## config.mk

```make
export PLATFORM = sky130hd
export DESIGN_NAME = mips_multicycle_ctrl_flat
export DESIGN_NICKNAME = d
export VERILOG_FILES = /design/src/rtl/mips_multicycle_ctrl_if.sv /design/src/rtl/mips_multicycle_ctrl.sv /design/src/flat_wrapper.sv
export SDC_FILE = /design/constraint.sdc
export NUM_CORES = 1
export LEC_CHECK = 0
export CELL_PAD_IN_SITES_DETAIL_PLACEMENT = 0
export CELL_PAD_IN_SITES_GLOBAL_PLACEMENT = 1
export CORE_ASPECT_RATIO = 0.5
export CORE_MARGIN = 4
export CORE_UTILIZATION = 36
export CTS_BUF_LIST = sky130_fd_sc_hd__clkbuf_4 sky130_fd_sc_hd__clkbuf_8
export DETAILED_ROUTE_END_ITERATION = 12
export PLACE_DENSITY = 0.85
export SLEW_MARGIN = 30
export SYNTH_ARGS = -nofsm -noshare
export SYNTH_HDL_FRONTEND = slang
export SYNTH_SLANG_ARGS = --single-unit
```

## constraint.sdc

```tcl
create_clock -name clk -period 2.2 [get_ports clk]
set_input_delay 0.22 -clock clk [delete_from_list [all_inputs] [get_ports clk]]
set_output_delay 0.22 -clock clk [all_outputs]
set_load 0.02 [all_outputs]
```

## src/rtl/mips_multicycle_ctrl_if.sv

```systemverilog
// Control/datapath bundle for the mips1 multicycle controller.
// master = controller side, slave = datapath/memory side.
interface mips_ctrl_if #(
   parameter int OP_W = 5
);
   logic [5:0]      opcode;
   logic [5:0]      funct;
   logic            alu_zero;
   logic            mem_ready;
   logic [OP_W-1:0] alu_op;
   logic            alu_src_a;
   logic [1:0]      alu_src_b;
   logic            imm_zext;
   logic            pc_write;
   logic [1:0]      pc_src;
   logic            target_write;
   logic            ir_write;
   logic            iord;
   logic            mem_rd;
   logic            mem_wr;
   logic            reg_write;
   logic            reg_dst;
   logic            mem_to_reg;
   logic            illegal;
   logic            bus_err;
   logic [3:0]      state_o;

   modport master (
      input  opcode, funct, alu_zero, mem_ready,
      output alu_op, alu_src_a, alu_src_b, imm_zext, pc_write, pc_src,
             target_write, ir_write, iord, mem_rd, mem_wr, reg_write,
             reg_dst, mem_to_reg, illegal, bus_err, state_o
   );

   modport slave (
      output opcode, funct, alu_zero, mem_ready,
      input  alu_op, alu_src_a, alu_src_b, imm_zext, pc_write, pc_src,
             target_write, ir_write, iord, mem_rd, mem_wr, reg_write,
             reg_dst, mem_to_reg, illegal, bus_err, state_o
   );
endinterface

```

## src/rtl/mips_multicycle_ctrl.sv

```systemverilog
// Multicycle control FSM for the mips1 datapath. Sequences
// FETCH/DECODE/EXECUTE/MEM/WRITEBACK, issues alu_op, and waits on the
// memory ready handshake with an optional timeout.
module mips_multicycle_ctrl #(
   parameter int OP_W     = 5,
   parameter int WAIT_MAX = 255
) (
   input  logic      clk,
   input  logic      rst,
   mips_ctrl_if.master bus
);
   typedef enum logic [3:0] {
      S_RST    = 4'd0,
      S_FETCH  = 4'd1,
      S_DECODE = 4'd2,
      S_EXEC_R = 4'd3,
      S_EXEC_I = 4'd4,
      S_ADDR   = 4'd5,
      S_MEM_RD = 4'd6,
      S_MEM_WB = 4'd7,
      S_MEM_WR = 4'd8,
      S_ALU_WB = 4'd9,
      S_BRANCH = 4'd10,
      S_JUMP   = 4'd11
   } state_t;

   localparam logic [OP_W-1:0] ALU_NOP = OP_W'(0);
   localparam logic [OP_W-1:0] ALU_ADD = OP_W'(1);
   localparam logic [OP_W-1:0] ALU_SUB = OP_W'(2);
   localparam logic [OP_W-1:0] ALU_AND = OP_W'(3);
   localparam logic [OP_W-1:0] ALU_OR  = OP_W'(4);
   localparam logic [OP_W-1:0] ALU_XOR = OP_W'(5);
   localparam logic [OP_W-1:0] ALU_NOR = OP_W'(6);

   // Counter only has to reach WAIT_MAX-1; the timeout fires on that cycle.
   localparam int              CNT_W      = (WAIT_MAX < 2) ? 1 : $clog2(WAIT_MAX);
   localparam logic [CNT_W-1:0] CNT_LAST  = (WAIT_MAX == 0) ? '0 : CNT_W'(WAIT_MAX - 1);
   localparam bit              TIMEOUT_EN = (WAIT_MAX != 0);

   state_t           state, state_nx;
   logic [CNT_W-1:0] wait_cnt;
   logic             wait_state;
   logic             timeout;
   logic             r_type_dst;
   logic             r_legal;
   logic [OP_W-1:0]  r_op;
   logic [OP_W-1:0]  i_op;
   logic             i_zext;

   assign wait_state = (state == S_FETCH) || (state == S_MEM_RD) || (state == S_MEM_WR);
   assign timeout    = TIMEOUT_EN && wait_state && !bus.mem_ready && (wait_cnt == CNT_LAST);

   // Instruction field decode: ALU operation for R-type funct and I-type opcode.
   always_comb begin
      r_legal = 1'b1;
      r_op    = ALU_NOP;
      case (bus.funct)
         6'h20, 6'h21: r_op = ALU_ADD;
         6'h22, 6'h23: r_op = ALU_SUB;
         6'h24:        r_op = ALU_AND;
         6'h25:        r_op = ALU_OR;
         6'h26:        r_op = ALU_XOR;
         6'h27:        r_op = ALU_NOR;
         default:      r_legal = 1'b0;
      endcase
      i_zext = 1'b0;
      i_op   = ALU_NOP;
      case (bus.opcode)
         6'h08, 6'h09: i_op = ALU_ADD;
         6'h0C: begin i_op = ALU_AND; i_zext = 1'b1; end
         6'h0D: begin i_op = ALU_OR;  i_zext = 1'b1; end
         6'h0E: begin i_op = ALU_XOR; i_zext = 1'b1; end
         default: ;
      endcase
   end

   // State register.
   always_ff @(posedge clk) begin
      if (rst) state <= S_RST;
      else     state <= state_nx;
   end

   // Memory wait counter: runs only while stalled in a wait state.
   always_ff @(posedge clk) begin
      if (rst)                                    wait_cnt <= '0;
      else if (wait_state && !bus.mem_ready && !timeout) wait_cnt <= wait_cnt + 1'b1;
      else                                        wait_cnt <= '0;
   end

   // Remember whether the instruction in flight writes rd (R-type) or rt.
   always_ff @(posedge clk) begin
      if (rst)                    r_type_dst <= 1'b0;
      else if (state == S_EXEC_R) r_type_dst <= 1'b1;
      else if (state == S_EXEC_I) r_type_dst <= 1'b0;
   end

   // Next-state logic.
   always_comb begin
      state_nx = state;
      case (state)
         S_RST:    state_nx = S_FETCH;
         S_FETCH:  if (timeout) state_nx = S_FETCH;
                   else if (bus.mem_ready) state_nx = S_DECODE;
         S_DECODE: begin
            case (bus.opcode)
               6'h00:                             state_nx = r_legal ? S_EXEC_R : S_FETCH;
               6'h08, 6'h09, 6'h0C, 6'h0D, 6'h0E: state_nx = S_EXEC_I;
               6'h23, 6'h2B:                      state_nx = S_ADDR;
               6'h07:                             state_nx = S_BRANCH;
               6'h02:                             state_nx = S_JUMP;
               default:                           state_nx = S_FETCH;
            endcase
         end
         S_EXEC_R: state_nx = S_ALU_WB;
         S_EXEC_I: state_nx = S_ALU_WB;
         S_ALU_WB: state_nx = S_FETCH;
         S_ADDR:   state_nx = (bus.opcode == 6'h2B) ? S_MEM_WR : S_MEM_RD;
         S_MEM_RD: if (timeout) state_nx = S_FETCH;
                   else if (bus.mem_ready) state_nx = S_MEM_WB;
         S_MEM_WB: state_nx = S_FETCH;
         S_MEM_WR: if (timeout || bus.mem_ready) state_nx = S_FETCH;
         S_BRANCH: state_nx = S_FETCH;
         S_JUMP:   state_nx = S_FETCH;
         default:  state_nx = S_RST;
      endcase
   end

   // Output logic: Moore per state, except the FETCH enables gated by mem_ready.
   always_comb begin
      bus.alu_op       = ALU_NOP;
      bus.alu_src_a    = 1'b0;
      bus.alu_src_b    = 2'd0;
      bus.imm_zext     = 1'b0;
      bus.pc_write     = 1'b0;
      bus.pc_src       = 2'd0;
      bus.target_write = 1'b0;
      bus.ir_write     = 1'b0;
      bus.iord         = 1'b0;
      bus.mem_rd       = 1'b0;
      bus.mem_wr       = 1'b0;
      bus.reg_write    = 1'b0;
      bus.reg_dst      = 1'b0;
      bus.mem_to_reg   = 1'b0;
      bus.illegal      = 1'b0;
      bus.bus_err      = timeout;
      bus.state_o      = state;
      case (state)
         S_FETCH: begin
            bus.mem_rd    = 1'b1;
            bus.alu_src_b = 2'd1;
            bus.alu_op    = ALU_ADD;
            bus.ir_write  = bus.mem_ready;
            bus.pc_write  = bus.mem_ready;
         end
         S_DECODE: begin
            bus.alu_src_b    = 2'd3;
            bus.alu_op       = ALU_ADD;
            bus.target_write = 1'b1;
            bus.illegal      = (state_nx == S_FETCH);
         end
         S_EXEC_R: begin
            bus.alu_src_a = 1'b1;
            bus.alu_op    = r_op;
         end
         S_EXEC_I: begin
            bus.alu_src_a = 1'b1;
            bus.alu_src_b = 2'd2;
            bus.imm_zext  = i_zext;
            bus.alu_op    = i_op;
         end
         S_ALU_WB: begin
            bus.reg_write = 1'b1;
            bus.reg_dst   = r_type_dst;
         end
         S_ADDR: begin
            bus.alu_src_a = 1'b1;
            bus.alu_src_b = 2'd2;
            bus.alu_op    = ALU_ADD;
         end
         S_MEM_RD: begin
            bus.mem_rd = 1'b1;
            bus.iord   = 1'b1;
         end
         S_MEM_WB: begin
            bus.reg_write  = 1'b1;
            bus.mem_to_reg = 1'b1;
         end
         S_MEM_WR: begin
            bus.mem_wr = 1'b1;
            bus.iord   = 1'b1;
         end
         S_BRANCH: begin
            bus.alu_src_a = 1'b1;
            bus.pc_src    = 2'd1;
            bus.pc_write  = bus.alu_zero;
         end
         S_JUMP: begin
            bus.pc_write = 1'b1;
            bus.pc_src   = 2'd2;
         end
         default: ;
      endcase
   end
endmodule

```

## src/flat_wrapper.sv

```systemverilog
// flat-port wrapper written by rule: the top's interface ports become plain ports
module mips_multicycle_ctrl_flat 
#(
   parameter int OP_W     = 5,
   parameter int WAIT_MAX = 255
)
  (clk, rst, bus_opcode, bus_funct, bus_alu_zero, bus_mem_ready, bus_alu_op, bus_alu_src_a, bus_alu_src_b, bus_imm_zext, bus_pc_write, bus_pc_src, bus_target_write, bus_ir_write, bus_iord, bus_mem_rd, bus_mem_wr, bus_reg_write, bus_reg_dst, bus_mem_to_reg, bus_illegal, bus_bus_err, bus_state_o);
  mips_ctrl_if #(.OP_W(OP_W)) bus_i ();
  input  logic clk;
  input  logic rst;
  input wire logic [$bits(bus_i.opcode)-1:0] bus_opcode;
  input wire logic [$bits(bus_i.funct)-1:0] bus_funct;
  input wire logic [$bits(bus_i.alu_zero)-1:0] bus_alu_zero;
  input wire logic [$bits(bus_i.mem_ready)-1:0] bus_mem_ready;
  output wire logic [$bits(bus_i.alu_op)-1:0] bus_alu_op;
  output wire logic [$bits(bus_i.alu_src_a)-1:0] bus_alu_src_a;
  output wire logic [$bits(bus_i.alu_src_b)-1:0] bus_alu_src_b;
  output wire logic [$bits(bus_i.imm_zext)-1:0] bus_imm_zext;
  output wire logic [$bits(bus_i.pc_write)-1:0] bus_pc_write;
  output wire logic [$bits(bus_i.pc_src)-1:0] bus_pc_src;
  output wire logic [$bits(bus_i.target_write)-1:0] bus_target_write;
  output wire logic [$bits(bus_i.ir_write)-1:0] bus_ir_write;
  output wire logic [$bits(bus_i.iord)-1:0] bus_iord;
  output wire logic [$bits(bus_i.mem_rd)-1:0] bus_mem_rd;
  output wire logic [$bits(bus_i.mem_wr)-1:0] bus_mem_wr;
  output wire logic [$bits(bus_i.reg_write)-1:0] bus_reg_write;
  output wire logic [$bits(bus_i.reg_dst)-1:0] bus_reg_dst;
  output wire logic [$bits(bus_i.mem_to_reg)-1:0] bus_mem_to_reg;
  output wire logic [$bits(bus_i.illegal)-1:0] bus_illegal;
  output wire logic [$bits(bus_i.bus_err)-1:0] bus_bus_err;
  output wire logic [$bits(bus_i.state_o)-1:0] bus_state_o;
  assign bus_i.opcode = bus_opcode;
  assign bus_i.funct = bus_funct;
  assign bus_i.alu_zero = bus_alu_zero;
  assign bus_i.mem_ready = bus_mem_ready;
  assign bus_alu_op = bus_i.alu_op;
  assign bus_alu_src_a = bus_i.alu_src_a;
  assign bus_alu_src_b = bus_i.alu_src_b;
  assign bus_imm_zext = bus_i.imm_zext;
  assign bus_pc_write = bus_i.pc_write;
  assign bus_pc_src = bus_i.pc_src;
  assign bus_target_write = bus_i.target_write;
  assign bus_ir_write = bus_i.ir_write;
  assign bus_iord = bus_i.iord;
  assign bus_mem_rd = bus_i.mem_rd;
  assign bus_mem_wr = bus_i.mem_wr;
  assign bus_reg_write = bus_i.reg_write;
  assign bus_reg_dst = bus_i.reg_dst;
  assign bus_mem_to_reg = bus_i.mem_to_reg;
  assign bus_illegal = bus_i.illegal;
  assign bus_bus_err = bus_i.bus_err;
  assign bus_state_o = bus_i.state_o;
  mips_multicycle_ctrl #(.OP_W(OP_W), .WAIT_MAX(WAIT_MAX)) u_core (.clk(clk), .rst(rst), .bus(bus_i));
endmodule
```

# Yosys cells after proc, flatten, opt, wreduce, memory -nomap -nowiden

Cells that the tools add are included.

Memories kept: 0
Bits in latches: 0
Output and inout bits: 26
Bits in writable memories: 0
Bits of input ports: 16
Logic and storage cells: 92
Memory bits (read-only): 0
Bits in registers: 13

Bitwise gates (word level): 1
Shift operators: 0
Order comparisons: 0
Add/sub/neg operators: 1
Multipliers: 0
Multiplexer cells: 30
Eq/ne operators: 30
Reduce and logical (&&, ||, !) cells: 27
Div/mod/pow operators: 0

Operator list:

| cell                | count |
|---|---|
| $eq 6x6->1 const B  | 10 |
| $eq 6x4->1 const B  | 5 |
| $pmux 4 s7          | 1 |
| $mux 4              | 6 |
| $pmux 4 s5          | 1 |
| $reduce_or 2->1     | 10 |
| $pmux 3 s6          | 1 |
| $eq 4x3->1 const B  | 4 |
| $eq 4x4->1 const B  | 4 |
| $mux 1              | 15 |
| $pmux 3 s4          | 1 |
| $reduce_or 5->1     | 2 |
| $pmux 3 s3          | 1 |
| $add 8x1->8 const B | 1 |
| $eq 4x1->1 const B  | 2 |
| $eq 4x2->1 const B  | 2 |
| $eq 8x8->1 const B  | 1 |
| $reduce_or 8->1     | 1 |
| $eq 6x2->1 const B  | 1 |
| $eq 6x3->1 const B  | 1 |
| $logic_not 6->1     | 1 |
| $pmux 2 s3          | 1 |
| $reduce_or 3->1     | 2 |
| $logic_not 4->1     | 1 |
| 9 further kinds     | 14 |

# Longest topological paths before layout

Depth in word-level cells: 10
Depth in mapped cells: 7
Mapped depth without buffers: 6

# Least setup slack after synthesis

OpenSTA, ideal clock, no wires.

Path type: reg-to-output
Start point: register u_core.state[3], in the netlist u_core.bus.state_o[3]
End point: output port bus_bus_err
Stages on the path, launching flop included: 5
Data required time: 1980 ps
Path buffers: 1
Path slack: 211 ps
Data arrival time: 1769 ps
Cells stage by stage: dfxtp_1 -> buf_6 -> xor2_1 -> or3b_1 -> a211oi_1

Word-level cells in the longest chain between the ends: 5
Elaborated cells on any way between the ends: 7
Those cells by class: eq/ne (3); reduce/logical (4)

RTL lines:

| what                                            | line                       | source |
|---|---|---|
| start, declared                                 | mips_multicycle_ctrl.sv:40 | `state_t state, state_nx;` |
| start signal, assigned                          | mips_multicycle_ctrl.sv:80 | `else state <= state_nx;` |
| $eq 4x1->1 / $eq 4x3->1 (equally long branches) | mips_multicycle_ctrl.sv:50 | `assign wait_state = (state == S_FETCH) \|\| (state == S_MEM_RD) \|\| (state == S_MEM_WR);` |
| $logic_or 1x1->1                                | mips_multicycle_ctrl.sv:50 |  |
| $logic_or 1x1->1 (*)                            | mips_multicycle_ctrl.sv:50 |  |
| $logic_and 1x1->1 (*) (2 in series)             | mips_multicycle_ctrl.sv:51 | `assign timeout = TIMEOUT_EN && wait_state && !bus.mem_ready && (wait_cnt == CNT_LAST);` |
| end, declared                                   | flat_wrapper.sv:30         | `output wire logic [$bits(bus_i.bus_err)-1:0] bus_bus_err;` |

Mark *: on every way between the ends. The rest lies on a longest branch, timed or not.

# Final worst setup path

Start point: register u_core.state[2], in the netlist u_core.bus.state_o[2]
End point: output port bus_reg_write

Word-level cells in the longest chain between the ends: 3
Elaborated cells on any way between the ends: 4
Those cells by class: eq/ne (2); mux (1); reduce/logical (1)

RTL lines:

| what                                            | line                        | source |
|---|---|---|
| $eq 4x4->1 / $eq 4x3->1 (equally long branches) | mips_multicycle_ctrl.sv:147 | `case (state)` |
| $reduce_or 2->1 (no line) (*)                   | --                          |  |
| $mux 1 (*)                                      | mips_multicycle_ctrl.sv:147 |  |
| end, declared                                   | flat_wrapper.sv:26          | `output wire logic [$bits(bus_i.reg_write)-1:0] bus_reg_write;` |

Marks and branches as above.

==> results by group <==
Status
  • Run status: finished, final reports clean

Setup path
  • Setup crit end: bus_reg_write
  • Crit Reg-Reg Startpoint: u_core.bus.state_o[1]
  • Crit end category: output port
  • CP startpoint: u_core.bus.state_o[2]
  • Worst R2R End: u_core.wait_cnt[5]
  • CP arrival: 1.92 ns
  • Worst path required time: 1.98 ns
  • CP peak stage delay: ~0.62 ns
  • R2R Setup Slk: approximately 0.41 ns
  • Reg2reg path depth: 6
  • Crit Path Class: register to output port
  • Slowest-stage cell, CP: clkdlybuf4s50_1
  • Cell Chain, Critical Path: buf_4, nand2b_1, nor2_1, a21oi_1, nor2b_1, clkdlybuf4s50_1
  • Worst-path maximum fanout: 7
  • CP Launch Type: register

CTS
  • PostCTS Resize Cnt: 18
  • CTS Hold Buffers Added: 0
  • Reg clk slew, reported paths: 0.06 ns
  • Clock buffer count from CTS: 3
  • Number of setup buffers added after CTS: 0
  • Clock buffer depth: 2
  • H-tree depth: 1
  • CTS tree: done
  • Root buffer cell: clkbuf_8
  • CTS sink count: 13
  • Clk_lat worst skew: 0.26 ns

Job
  • Max Cap Viol: 0

Yosys
  • FF+latch count, synth: 13
  • Async set-reset flop share out of synthesis: 0%
  • Yosys top cell area share: between 20% and 30%
  • Count leader, synth: dfxtp_1
  • Most frequent cells after synthesis: dfxtp_1 (13), nor2_1 (12), nand2b_1 (11)
  • Synth top area cells: dfxtp_1 (21%), nand2b_1 (5.5%), xor2_1 (4.2%)
  • Yosys cell types: 53
  • Mapped Cells: between 150 and 200
  • Area leader, netlist: dfxtp_1
  • Cell Area, Synth: ~0.0013 mm^2
  • Syn avg cell area: 7.747 um^2
  • Synth warn: 0
  • Predominant post-synthesis flop cell: dfxtp_1
  • Register area share after synthesis: 20.74%
  • EDFF count, synth: 0

GRT
  • Largest net degree at the start of global routing: 10
  • First-pass GRT wire length: between 6 and 7 mm
  • Initial antenna violation count: 0
  • GRT Total Usage: roughly 17%
  • Grt ovf: 0
  • Vias in the first global route: approximately 1400

Floorplanning
  • DIE HEIGHT: slightly below 50 um
  • Initial Util: between 30% and 40%
  • Core area: 0.003171 mm^2
  • # IOs: 42
  • Die width: roughly 92 um
  • Row cnt: 14
  • Die area: 0.004552 mm^2

Route
  • Via count: between 1500 and 2000
  • Drt first-iter violations: 40
  • Drc violations: 0
  • Post-route ant nets: 0
  • DRT Pass-1 Iters: 4
  • Routed vias/inst: a little over 5
  • Routed WL per cell: 13.14 um
  • WL final: 3.877 mm

Cells and area
  • Layout Utilization: between 60% and 70%
  • Share of layout cells above drive strength 1: around 34%
  • N_diodes: 0
  • Post-Layout Cell Count: 295
  • Fin nets: ~270
  • Fill cells: 290
  • Area Growth Syn to Fin: 64.01%
  • Area occupied by multi-input gates: just over 900 um^2
  • Reg area: approximately 260 um^2

STA
  • Tcrit/Tclk final: 97.07%
  • Clock skew: 0.001952 ns
  • Fmax: around 0.47 GHz
  • Final min period: 2.135 ns
  • Hold Vio Cnt, Final: 0
  • RSZ-0062 raised after global routing: no
  • Count of final setup violators: 0
  • Slew Viols, Final: 0

Place
  • Gpl congestion: 0.8746
  • Number of placed instances, taps included: roughly 290
  • Number of buffers added on ports: 39
  • Post-DP HPWL: 3.107 mm

Power and ir drop
  • Pleak: about 0.87 nW
  • Peak VDD IR: roughly 450 uV
  • PD cells: about 440 mW/mm^2

Worst hold path
  • Worst min path class: register to register
  • HP Start: u_core.r_type_dst
worst min-delay path by stage:
stage / slack, ns / depth (start not counted) / to
finish: 0.50 / 2 / u_core.r_type_dst
floorplan: 0.29 / 1 / u_core.bus.state_o[1]
global route: 0.52 / 2 / u_core.r_type_dst
detailed placement: 0.49 / 2 / u_core.r_type_dst
CTS: 0.50 / 2 / u_core.r_type_dst
global placement: 0.48 / 2 / u_core.r_type_dst
registers in the layout, summed over array words and instances (netlist names):
name	count
u_core.r_type_dst	1
u_core.bus.state_o	4
u_core.wait_cnt	8
metal layers:
layer / GRT usage (%) / vias up / share of wire [%]
met5: 0 / - / 0
met3: 3.951 / 9 / 6.7
met2: 30.35 / 43 / 47
met1: 20.42 / 703 / 45
li1: - / 765 / -
met4: 6.250 / 0 / 1.6
kinds of logic (layout without fill, tap and decap cells):
logic type                 count (synthesis)  after routing  share of synthesized area [%]
and+or+nand+nor                           76             76                          36.69
AOI/OAI and AO/OA                         42             42                          24.23
buffers and inverters                     17            101                          8.274
DFF                                       13             13                          20.74
xor gates and xnor gates                  10             10                          6.979
adders and majority gates                  2              2                          1.994
other                                      1              2                         0.2988
muxes                                      1              1                         0.7976
cell usage in the layout (no fill, tap or decap), types with 2 or more instances in the layout:
| cell | instances |
|---|---|
| buf_4 | 53 |
| dlygate4sd2_1 | 10 |
| or3b_1 | 2 |
| clkbuf_8 | 3 |
| nor3_1 | 6 |
| nand2_1 | 4 |
| or3_1 | 2 |
| a211o_1 | 2 |
| nand3_1 | 4 |
| o211ai_1 | 3 |
| inv_1 | 4 |
| o21ai_0 | 5 |
| a21o_1 | 2 |
| conb_1 | 2 |
| and4_1 | 2 |
| ha_1 | 2 |
| xnor2_1 | 4 |
| xor2_1 | 6 |
| nand2b_1 | 11 |
| o31a_1 | 2 |
| a21boi_0 | 2 |
| clkdlybuf4s50_1 | 26 |
| nor2b_1 | 6 |
| a211oi_1 | 4 |
| nor2_1 | 11 |
| dfxtp_2 | 3 |
| dfxtp_1 | 10 |
| clkbuf_2 | 3 |
| nand4_1 | 6 |
| a21oi_1 | 9 |
| nor2_2 | 9 |
| and3_1 | 3 |
layout make-up:
class / instances / share of cell area [%]
Tap cell: 48 / 2.918
Clock inverter: 1 / 0.2432
Multi-Input combinational cell: 133 / 44.13
Clock buffer: 3 / 2.006
Timing Repair Buffer: 92 / 36.96
Sequential cell: 13 / 12.83
Inverter: 5 / 0.9119
report_power, final:
group | total (mW) | switching, mW | internal, mW
Clock | 0.225 | 0.0989 | 0.126
Combinational | 0.427 | 0.204 | 0.223
Sequential | 0.263 | 0.0166 | 0.246
Total | 0.915 | 0.320 | 0.595
critical path: cells and delay by family, from the launching register on:
| kind | cells | cell delay, ns |
|---|---|---|
| buffers and inverters | 2 | 0.77 |
| AND/OR/NAND/NOR | 3 | 0.47 |
| flip-flops | 1 | 0.35 |
| AO/OA/AOI/OAI | 1 | 0.06 |
through the flow:
step	instance area (um^2)	hold slack [ns]	setup slack (ns)	power (mW)	TNS [ns]
finish	2058	0.5021	0.06451	0.9151	0
global route	2058	0.5150	0.009383	0.9640	0
CTS	2064	0.4995	0.001161	0.9193	0
detailed placement	2022	0.4910	-0.2412	0.7027	-0.9254
global placement	2022	0.4813	-0.2251	0.7001	-0.8178
floorplan	1259	0.2891	0.2106	0.4846	0
(Power assumes the default switching activity.)
